File: src/rtl/dbus_ctrl_pkg.sv
// Shared types and constants for the data-bus controller.
// Used by dbus_ctrl and dbus_io_regs.
package dbus_ctrl_pkg;

  typedef enum logic [1:0] {
    ST_IDLE,
    ST_RAM_WAIT,
    ST_RESP
  } state_e;

  localparam logic [3:0] DEF_IO_BASE_NIB = 4'h1;

  localparam logic [1:0] OFF_GPIO_OUT = 2'd0;
  localparam logic [1:0] OFF_GPIO_IN  = 2'd1;
  localparam logic [1:0] OFF_TIMER    = 2'd2;
  localparam logic [1:0] OFF_CMP      = 2'd3;

  localparam logic [31:0] ERR_RDATA = 32'h0000_0000;

endpackage

File: src/rtl/dbus_io_regs.sv
// Local IO register file: GPIO out/in, free-running timer,
// compare register and sticky compare interrupt.
module dbus_io_regs
  import dbus_ctrl_pkg::*;
(
  input  logic        clk,
  input  logic        rst,
  input  logic        io_we_i,
  input  logic [1:0]  io_off_i,
  input  logic [31:0] io_wdata_i,
  output logic [31:0] io_rdata_o,
  input  logic [31:0] gpio_in,
  output logic [31:0] gpio_out,
  output logic        irq_o
);

  logic [31:0] gpio_q;
  logic [31:0] timer_q;
  logic [31:0] cmp_q;
  logic        irq_q;
  logic        wr_gpio;
  logic        wr_timer;
  logic        wr_cmp;

  assign wr_gpio  = io_we_i && (io_off_i == OFF_GPIO_OUT);
  assign wr_timer = io_we_i && (io_off_i == OFF_TIMER);
  assign wr_cmp   = io_we_i && (io_off_i == OFF_CMP);

  // Read mux returns the value held before this edge's update.
  always_comb begin
    io_rdata_o = '0;
    unique case (io_off_i)
      OFF_GPIO_OUT: io_rdata_o = gpio_q;
      OFF_GPIO_IN:  io_rdata_o = gpio_in;
      OFF_TIMER:    io_rdata_o = timer_q;
      OFF_CMP:      io_rdata_o = cmp_q;
    endcase
  end

  // GPIO output register.
  always_ff @(posedge clk or posedge rst) begin
    if (rst)          gpio_q <= '0;
    else if (wr_gpio) gpio_q <= io_wdata_i;
  end

  // Free-running timer; a write replaces that cycle's increment.
  always_ff @(posedge clk or posedge rst) begin
    if (rst)           timer_q <= '0;
    else if (wr_timer) timer_q <= io_wdata_i;
    else               timer_q <= timer_q + 32'd1;
  end

  // Compare register and sticky irq; a CMP write beats a match.
  always_ff @(posedge clk or posedge rst) begin
    if (rst) begin
      cmp_q <= '0;
      irq_q <= 1'b0;
    end else if (wr_cmp) begin
      cmp_q <= io_wdata_i;
      irq_q <= 1'b0;
    end else if (timer_q == cmp_q) begin
      irq_q <= 1'b1;
    end
  end

  assign gpio_out = gpio_q;
  assign irq_o    = irq_q;

endmodule

File: src/rtl/dbus_ctrl.sv
// Load/store bus controller: routes core accesses to external
// RAM (ack handshake with timeout) or the local IO registers.
module dbus_ctrl
  import dbus_ctrl_pkg::*;
#(
  parameter int         TIMEOUT     = 16,
  parameter logic [3:0] IO_BASE_NIB = DEF_IO_BASE_NIB
) (
  input  logic        clk,
  input  logic        rst,
  input  logic        req_i,
  input  logic        we_i,
  input  logic [31:0] addr_i,
  input  logic [31:0] wdata_i,
  output logic [31:0] rdata_o,
  output logic        ready_o,
  output logic        stall_o,
  output logic        err_o,
  output logic        ram_req_o,
  output logic        ram_we_o,
  output logic [31:0] ram_addr_o,
  output logic [31:0] ram_wdata_o,
  input  logic [31:0] ram_rdata_i,
  input  logic        ram_ack_i,
  input  logic [31:0] gpio_in,
  output logic [31:0] gpio_out,
  output logic        irq_o
);

  localparam int CW = $clog2(TIMEOUT + 1);
  localparam logic [CW-1:0] CNT_LAST = CW'(TIMEOUT - 1);

  state_e        state_q;
  logic [CW-1:0] cnt_q;
  logic [31:0]   rdata_q;
  logic          ready_q;
  logic          stall_q;
  logic          err_q;
  logic          eflag_q;
  logic          ram_req_q;
  logic          ram_we_q;
  logic [31:0]   ram_addr_q;
  logic [31:0]   ram_wdata_q;
  logic          is_io;
  logic          io_we;
  logic [31:0]   io_rdata;
  logic          unused_addr_bits;

  assign unused_addr_bits = ^addr_i[1:0];

  // IO decode happens straight off the request while idle.
  assign is_io = addr_i[31:28] == IO_BASE_NIB;
  assign io_we = (state_q == ST_IDLE) && req_i && is_io && we_i;

  dbus_io_regs u_io (
    .clk        (clk),
    .rst        (rst),
    .io_we_i    (io_we),
    .io_off_i   (addr_i[3:2]),
    .io_wdata_i (wdata_i),
    .io_rdata_o (io_rdata),
    .gpio_in    (gpio_in),
    .gpio_out   (gpio_out),
    .irq_o      (irq_o)
  );

  // Access FSM with all handshake outputs registered.
  always_ff @(posedge clk or posedge rst) begin
    if (rst) begin
      state_q     <= ST_IDLE;
      cnt_q       <= '0;
      rdata_q     <= '0;
      ready_q     <= 1'b0;
      stall_q     <= 1'b0;
      err_q       <= 1'b0;
      eflag_q     <= 1'b0;
      ram_req_q   <= 1'b0;
      ram_we_q    <= 1'b0;
      ram_addr_q  <= '0;
      ram_wdata_q <= '0;
    end else begin
      ready_q <= 1'b0;
      err_q   <= 1'b0;
      unique case (state_q)
        ST_IDLE: begin
          if (req_i) begin
            ram_addr_q  <= {addr_i[31:2], 2'b00};
            ram_we_q    <= we_i;
            ram_wdata_q <= wdata_i;
            eflag_q     <= 1'b0;
            stall_q     <= 1'b1;
            if (is_io) begin
              rdata_q <= we_i ? 32'h0 : io_rdata;
              state_q <= ST_RESP;
            end else begin
              ram_req_q <= 1'b1;
              cnt_q     <= '0;
              state_q   <= ST_RAM_WAIT;
            end
          end
        end
        ST_RAM_WAIT: begin
          if (ram_ack_i) begin
            rdata_q   <= ram_we_q ? 32'h0 : ram_rdata_i;
            ram_req_q <= 1'b0;
            state_q   <= ST_RESP;
          end else if (cnt_q == CNT_LAST) begin
            rdata_q   <= ERR_RDATA;
            eflag_q   <= 1'b1;
            ram_req_q <= 1'b0;
            state_q   <= ST_RESP;
          end else begin
            cnt_q <= cnt_q + 1'b1;
          end
        end
        ST_RESP: begin
          ready_q <= 1'b1;
          err_q   <= eflag_q;
          stall_q <= 1'b0;
          state_q <= ST_IDLE;
        end
        default: state_q <= ST_IDLE;
      endcase
    end
  end

  assign rdata_o     = rdata_q;
  assign ready_o     = ready_q;
  assign stall_o     = stall_q;
  assign err_o       = err_q;
  assign ram_req_o   = ram_req_q;
  assign ram_we_o    = ram_we_q;
  assign ram_addr_o  = ram_addr_q;
  assign ram_wdata_o = ram_wdata_q;

endmodule

File: config.mk
export PLATFORM = sky130hd
export DESIGN_NAME = dbus_ctrl
export DESIGN_NICKNAME = d
export VERILOG_FILES = /design/src/rtl/dbus_ctrl_pkg.sv /design/src/rtl/dbus_io_regs.sv /design/src/rtl/dbus_ctrl.sv
export SDC_FILE = /design/constraint.sdc
export NUM_CORES = 1
export LEC_CHECK = 0
export CAP_MARGIN = 20
export CORE_MARGIN = 3
export CORE_UTILIZATION = 52
export CTS_CLUSTER_SIZE = 8
export DETAILED_ROUTE_END_ITERATION = 12
export HOLD_SLACK_MARGIN = 0.15
export PLACE_DENSITY = 0.95
export REMOVE_ABC_BUFFERS = 1
export SETUP_SLACK_MARGIN = 0.15
export SYNTH_ARGS = -nofsm -noshare
export SYNTH_HDL_FRONTEND = slang
export SYNTH_SLANG_ARGS = --single-unit
File: constraint.sdc
create_clock -name clk -period 15.1 [get_ports clk]
set_input_delay 1.51 -clock clk [delete_from_list [all_inputs] [get_ports clk]]
set_output_delay 1.51 -clock clk [all_outputs]
set_load 0.005 [all_outputs]
* Yosys cells after proc, flatten, opt, wreduce, memory -nomap -nowiden
Cells that the tools add are included.
** Storage, ports and cells
- Register bits after elaboration :: 204
- Bits in latches :: 0
- Bits in writable memories :: 0
- Bits in read-only memories :: 0
- Bits of input ports :: 133
- Output and inout port bits :: 134
- Logic and storage cells :: 84
- Memories :: 0
** Operators by class
- $add $sub $neg :: 2
- $mul :: 0
- Div/mod/pow operators :: 0
- Order comparisons :: 0
- Equality and inequality tests :: 15
- Shifts and indexed selects :: 0
- Muxes and demuxes :: 34
- Bitwise gates (word level) :: 0
- Reductions and logical operators :: 18
** Operators by type and width (count)
- $mux W32 :: 7
- $pmux W32 S4 :: 1
- $pmux W32 S2 :: 1
- $add A32 B1 Y32 const B :: 1
- $eq A32 B32 Y1 :: 1
- $mux W5 :: 4
- $mux W1 :: 12
- $ne A2 B2 Y1 const B :: 6
- $reduce_and A4 Y1 :: 3
- $pmux W5 S2 :: 1
- $mux W2 :: 4
- $eq A2 B2 Y1 const B :: 3
- $logic_and A1 B1 Y1 :: 6
- $pmux W1 S2 :: 3
- $reduce_and A2 Y1 :: 3
- $reduce_bool A2 Y1 :: 3
- $add A5 B1 Y5 const B :: 1
- $eq A5 B4 Y1 const B :: 1
- $reduce_and A5 Y1 :: 1
- $eq A2 B1 Y1 const B :: 2
- $eq A4 B1 Y1 const B :: 1
- $logic_not A2 Y1 :: 2
- $pmux W2 S2 :: 1
- $ne A3 B3 Y1 const B :: 1

* Logic depth before layout (Yosys ltp)
- Depth in word-level cells :: 6
- Depth in mapped cells :: 9

* Hierarchy
Synthesis repeated with hierarchy kept, for this count alone.
** Unflattened totals
- Cell total of the unflattened synthesis :: 724
- Area total of the unflattened synthesis :: 9935.8 sq um
** Modules (own cells, without submodules)
- dbus_io_regs :: times used 1, cells an instance 418, area each 5258.8 sq um
- dbus_ctrl :: times used 1, cells an instance 306, area each 4677.0 sq um

* Worst setup path after synthesis
Ideal clock, no wire load.
- Kind :: input -> register
- From :: input addr_i[3]
- To :: register rdata_q[10] (netlist: rdata_o[10])
- Library setup time :: 0.126 ns
- Arrival time :: 2.699 ns
- Data required time :: 14.974 ns
- Setup slack :: 12.275 ns
- Stages on the path :: 5
- Cell sequence :: buf_2 -> buf_4 -> mux4_2 -> a22oi_1 -> a21oi_1
** On the way
- Cells in the longest elaborated chain, start to end :: 6
- Elaborated cells on any way between the ends :: 9
- Those cells by class :: eq/ne (3); mux (5); reduce/logical (1)
** RTL lines
- from (decl) :: line dbus_ctrl.sv:13 : input logic [31:0] addr_i,
- $eq A2 B2 Y1 (tied with other cells) :: line dbus_io_regs.sv:32 : unique case (io_off_i)
- $pmux W32 S4 * :: line dbus_io_regs.sv:32
- $mux W32 * :: line dbus_ctrl.sv:93 : rdata_q <= we_i ? 32'h0 : io_rdata;
- $mux W32 * :: line dbus_ctrl.sv:92 : if (is_io) begin
- $mux W32 * :: line dbus_ctrl.sv:86 : if (req_i) begin
- $pmux W32 S2 * :: line dbus_ctrl.sv:84 : unique case (state_q)
- to (signal assigned) :: line dbus_ctrl.sv:93
- to (signal assigned) :: line dbus_ctrl.sv:104 : rdata_q <= ram_we_q ? 32'h0 : ram_rdata_i;
- to (decl) :: line dbus_ctrl.sv:35 : logic [31:0] rdata_q;
Every way passes the cells marked *; elsewhere a longest branch is shown, timed or not. The select of a mux whose other input is x is not followed.
A chain may end at the register's enable or synchronous reset.

* Worst setup path after layout
- From :: input addr_i[29]
- To :: register rdata_q[7] (netlist: rdata_o[7])
** On the way
- Cells in the longest elaborated chain, start to end :: 3
** RTL lines
- $eq A4 B1 Y1 :: line dbus_ctrl.sv:52 : assign is_io = addr_i[31:28] == IO_BASE_NIB;
- $ne A2 B2 Y1 (no line)
- $reduce_and A4 Y1 (no line)
Every way passes these cells.

==> summary.md <==
| Metric | Value |
|---|---|
| Logic gate share of total power | `between 30% and 40%` |
| Startpoint types | `primary input` |
| Sink Count | `just over 200` |
| Top-count cell post-synth | `dfrtp_1` |
| Area Overhead vs Synth | `35.5%` |
| Register bit count reported by yosys | `204` |
| Status | `finished, final reports clean` |
| Net Sw Frac | `between 20% and 30%` |
| Final Max Tran Viols | `0` |
| Vias in the first global route | `a little over 8000` |
| FP Rows | `49` |
| Layout cell share with drive strength beyond 1 | `around 17%` |
| # diodes | `0` |
| Biggest area consumer among synthesized cells | `dfrtp_1` |
| Clock slew at reported path FFs | `0.05 ns` |
| H-tree Lvls | `1` |
| First-pass GRT wire length | `between 40 and 50 mm` |
| Overall Global Routing Usage | `27.2%` |
| FFs w/ async S/R, synth | `100%` |
| Gpl congestion | `about 0.78` |
| Worst VDD drop | `between 0.15 and 0.2 mV` |
| Final hold vios | `0` |
| Buffers on Ports | `262` |
| WP data arrival | `4.02 ns` |
| Clock power frac | `between 20 and 30%` |
| Largest net degree at the start of global routing | `between 100 and 150` |
| CP Capture Type | `register` |
| Internal power | `~1.5 mW` |
| Max Clock Skew | `between 0.015 and 0.02 ns` |
| Leak | `5.67 nW` |
| First-pass DRT Iterations | `5` |
| Crit path max fanout | `36` |
| DR WL/cell | `between 20 and 25 um` |
| Max cap viols | `0` |
| Vias per cell | `between 5 and 6` |
| Switch Pwr | `589 uW` |
| Unique masters post-synth | `between 40 and 50` |
| CP peak stage delay | `between 0.6 and 0.7 ns` |
| Gate Count Post-Synth | `819` |
| Post-synthesis sequential area ratio | `approximately 52%` |
| Fmax | `between 0.2 and 0.3 GHz` |
| CTS Buf Count | `29` |
| Period utilization | `23.8%` |
| Crit path time final | `approximately 3.6 ns` |
| Initial antenna violation count | `0` |
| Post-synth top cells | `dfrtp_1, nand2_1, nor2_1` |
| Final Setup Violations | `0` |
| Hold/Removal Path Class | `reg -> reg` |
| Clk_lat worst skew | `0.53 ns` |
| Share of the synthesized area in the top cell type | `between 50% and 60%` |
| CTS max path bufs | `3` |
| Yosys warning total | `0` |
| Worst slew pin tran | `0.987 ns` |
| Synth area leaders | `dfrtp_1, mux2_2, mux4_2, mux2_4, nand2_1` |
| EDFF count, synth | `0` |
| Routed vias | `approximately 7600` |
| Detailed-placement wirelength estimate | `18.8 mm` |
| Sequential power share | `between 40% and 50%` |
| Req. time, crit path | `approximately 16 ns` |
| Slew margin rel. | `around a third` |
| ANT nets after route | `0` |
| Main flop type after synthesis | `dfrtp_1` |
| CTS tree | `done` |
| PwrDens | `about 160 nW/um^2` |
| Final hold slack | `0.501 ns` |
| Setup CP Type | `in -> reg` |
| Core Area | `~18000 sq um` |
| Gr ovfl total | `0` |
| Slowest-stage cell, CP | `a21oi_4` |
| DR DRC count | `0` |
| WHS Path Cells | `2` |
| DRT iter0 DRCs | `492` |
| Cell area after synthesis | `~9700 sq um` |
| CTS Root Cell | `clkbuf_16` |
| Final wirelength | `28.0 mm` |
| Die Area | `approximately 20000 sq um` |
| Die X | `143 um` |
| Initial Utilization | `between 50% and 60%` |
| Critical path cell sequence | `clkdlybuf4s50_1 > nor4b_2 > nand2_1 > a21oi_4 > buf_4 > nor2_1 > a21oi_1` |
| Hold buffer count at CTS | `0` |
| Final nets | `between 1000 and 1500` |
| Chip height | `approximately 140 um` |
| R2R cell count | `8` |
| PostCTS Resize Cnt | `0` |
| I/O pins | `267` |
| Setup tns final | `0 ns` |
| RSZ-0062 raised after global routing | `false` |
| Avg Cell Area, Syn | `approximately 12 sq um` |
| Postcts setup bufs | `0` |
[flip-flops by register name, summed over array words and instances (netlist names), 2 cells and up]
name and cells:
ram_wdata_o 32, rdata_o 32, u_io.cmp_q 32, u_io.gpio_out 32
u_io.timer_q 32, ram_addr_o 30, cnt_q 5, state_q 2
[metal layers]
layer | track usage [%] | vias up | part of all wire (%)
met5 | 0 | - | 0
met4 | 7.60 | 0 | 2.4
met3 | 6.60 | 52 | 7.4
met2 | 47.6 | 351 | 52
met1 | 33.8 | 3829 | 38
li1 | - | 3369 | -
[worst paths after layout]
check / from / to / slack (ns)
setup reg to reg: cnt_q[0] / rdata_o[7] / 12.45
max in group asynchronous: rst / cnt_q[4] / 12.03
hold reg to reg: u_io.irq_o / u_io.irq_o / 0.50
min in group asynchronous: rst / u_io.gpio_out[18] / 1.54
setup / recovery: addr_i[29] / rdata_o[7] / 11.50
hold / removal: u_io.irq_o / u_io.irq_o / 0.50
[area by class of cell]
cell class              instances  area (sq um)
flip-flops and latches        204          5100
fillers                      1201          5000
multi-input cells             558          4340
repair buffers                271          2680
clock buffers                  29           726
well taps                     229           287
clock inverters                 2          38.8
inverters                       5          26.3
[placed cells by master, fill, tap and decap left out, types with 2 or more instances in the layout]
master and n:
and2_1 2, nor3_2 2, nor2b_1 4, nor3_1 2, conb_1 2, a22oi_1 32
nor4_2 2, clkbuf_16 29, o21ai_0 5, nor4_1 2, buf_2 2, nand2_1 107
nand4_1 17, mux2_2 66, ha_1 3, nand3b_2 2, nand3_1 17, nor2_1 75
xnor2_1 42, and3_1 9, o22ai_1 2, mux4_2 32, mux2_1 2, nand2b_1 2
mux2_4 28, dfrtp_1 204, buf_4 9, clkdlybuf4s50_1 260, xor2_1 21, inv_1 4
a21oi_1 67
[power groups by stage]
stage          sequential, mW  combinational (mW)  clock [mW]
2_1_floorplan           0.824               0.265           0
3_3_place_gp            0.822               0.619           0
3_5_place_dp            0.836               0.640           0
4_1_cts                 0.832               0.650       0.581
5_1_grt                 0.853               0.691       0.605
6_report                0.833               0.643       0.572
[cell families after synthesis]
kind of cell | Yosys count | synth area share [%]
buffers and inverters | 58 | 3.39
xor gates and xnor gates | 63 | 5.66
adders and majority gates | 3 | 0.385
and+or+nand+nor | 251 | 11.8
DFF | 204 | 52.4
other | 1 | 0.0385
muxes | 128 | 19.6
AOI/OAI and AO/OA | 111 | 6.74
[per-stage QoR]
step	util, %	power (mW)	std cells	instance area [sq um]	worst slack [ns]
4_1_cts	72.5	2.06	1297	13200	11.55
6_report	72.5	2.05	1298	13200	11.50
3_3_place_gp	68.3	1.44	1266	12400	11.16
2_1_floorplan	-	1.09	767	9440	7.30
5_1_grt	72.5	2.15	1298	13200	11.39
3_5_place_dp	68.3	1.48	1266	12400	11.02
[worst max-delay path, delay by kind of cell]
family	cells	cell delay (ns)
AND/OR/NAND/NOR	3	0.67
AO/OA/AOI/OAI	2	0.89
buffers and inverters	2	0.94
No activity file was read; power rests on OpenSTA's default activity.
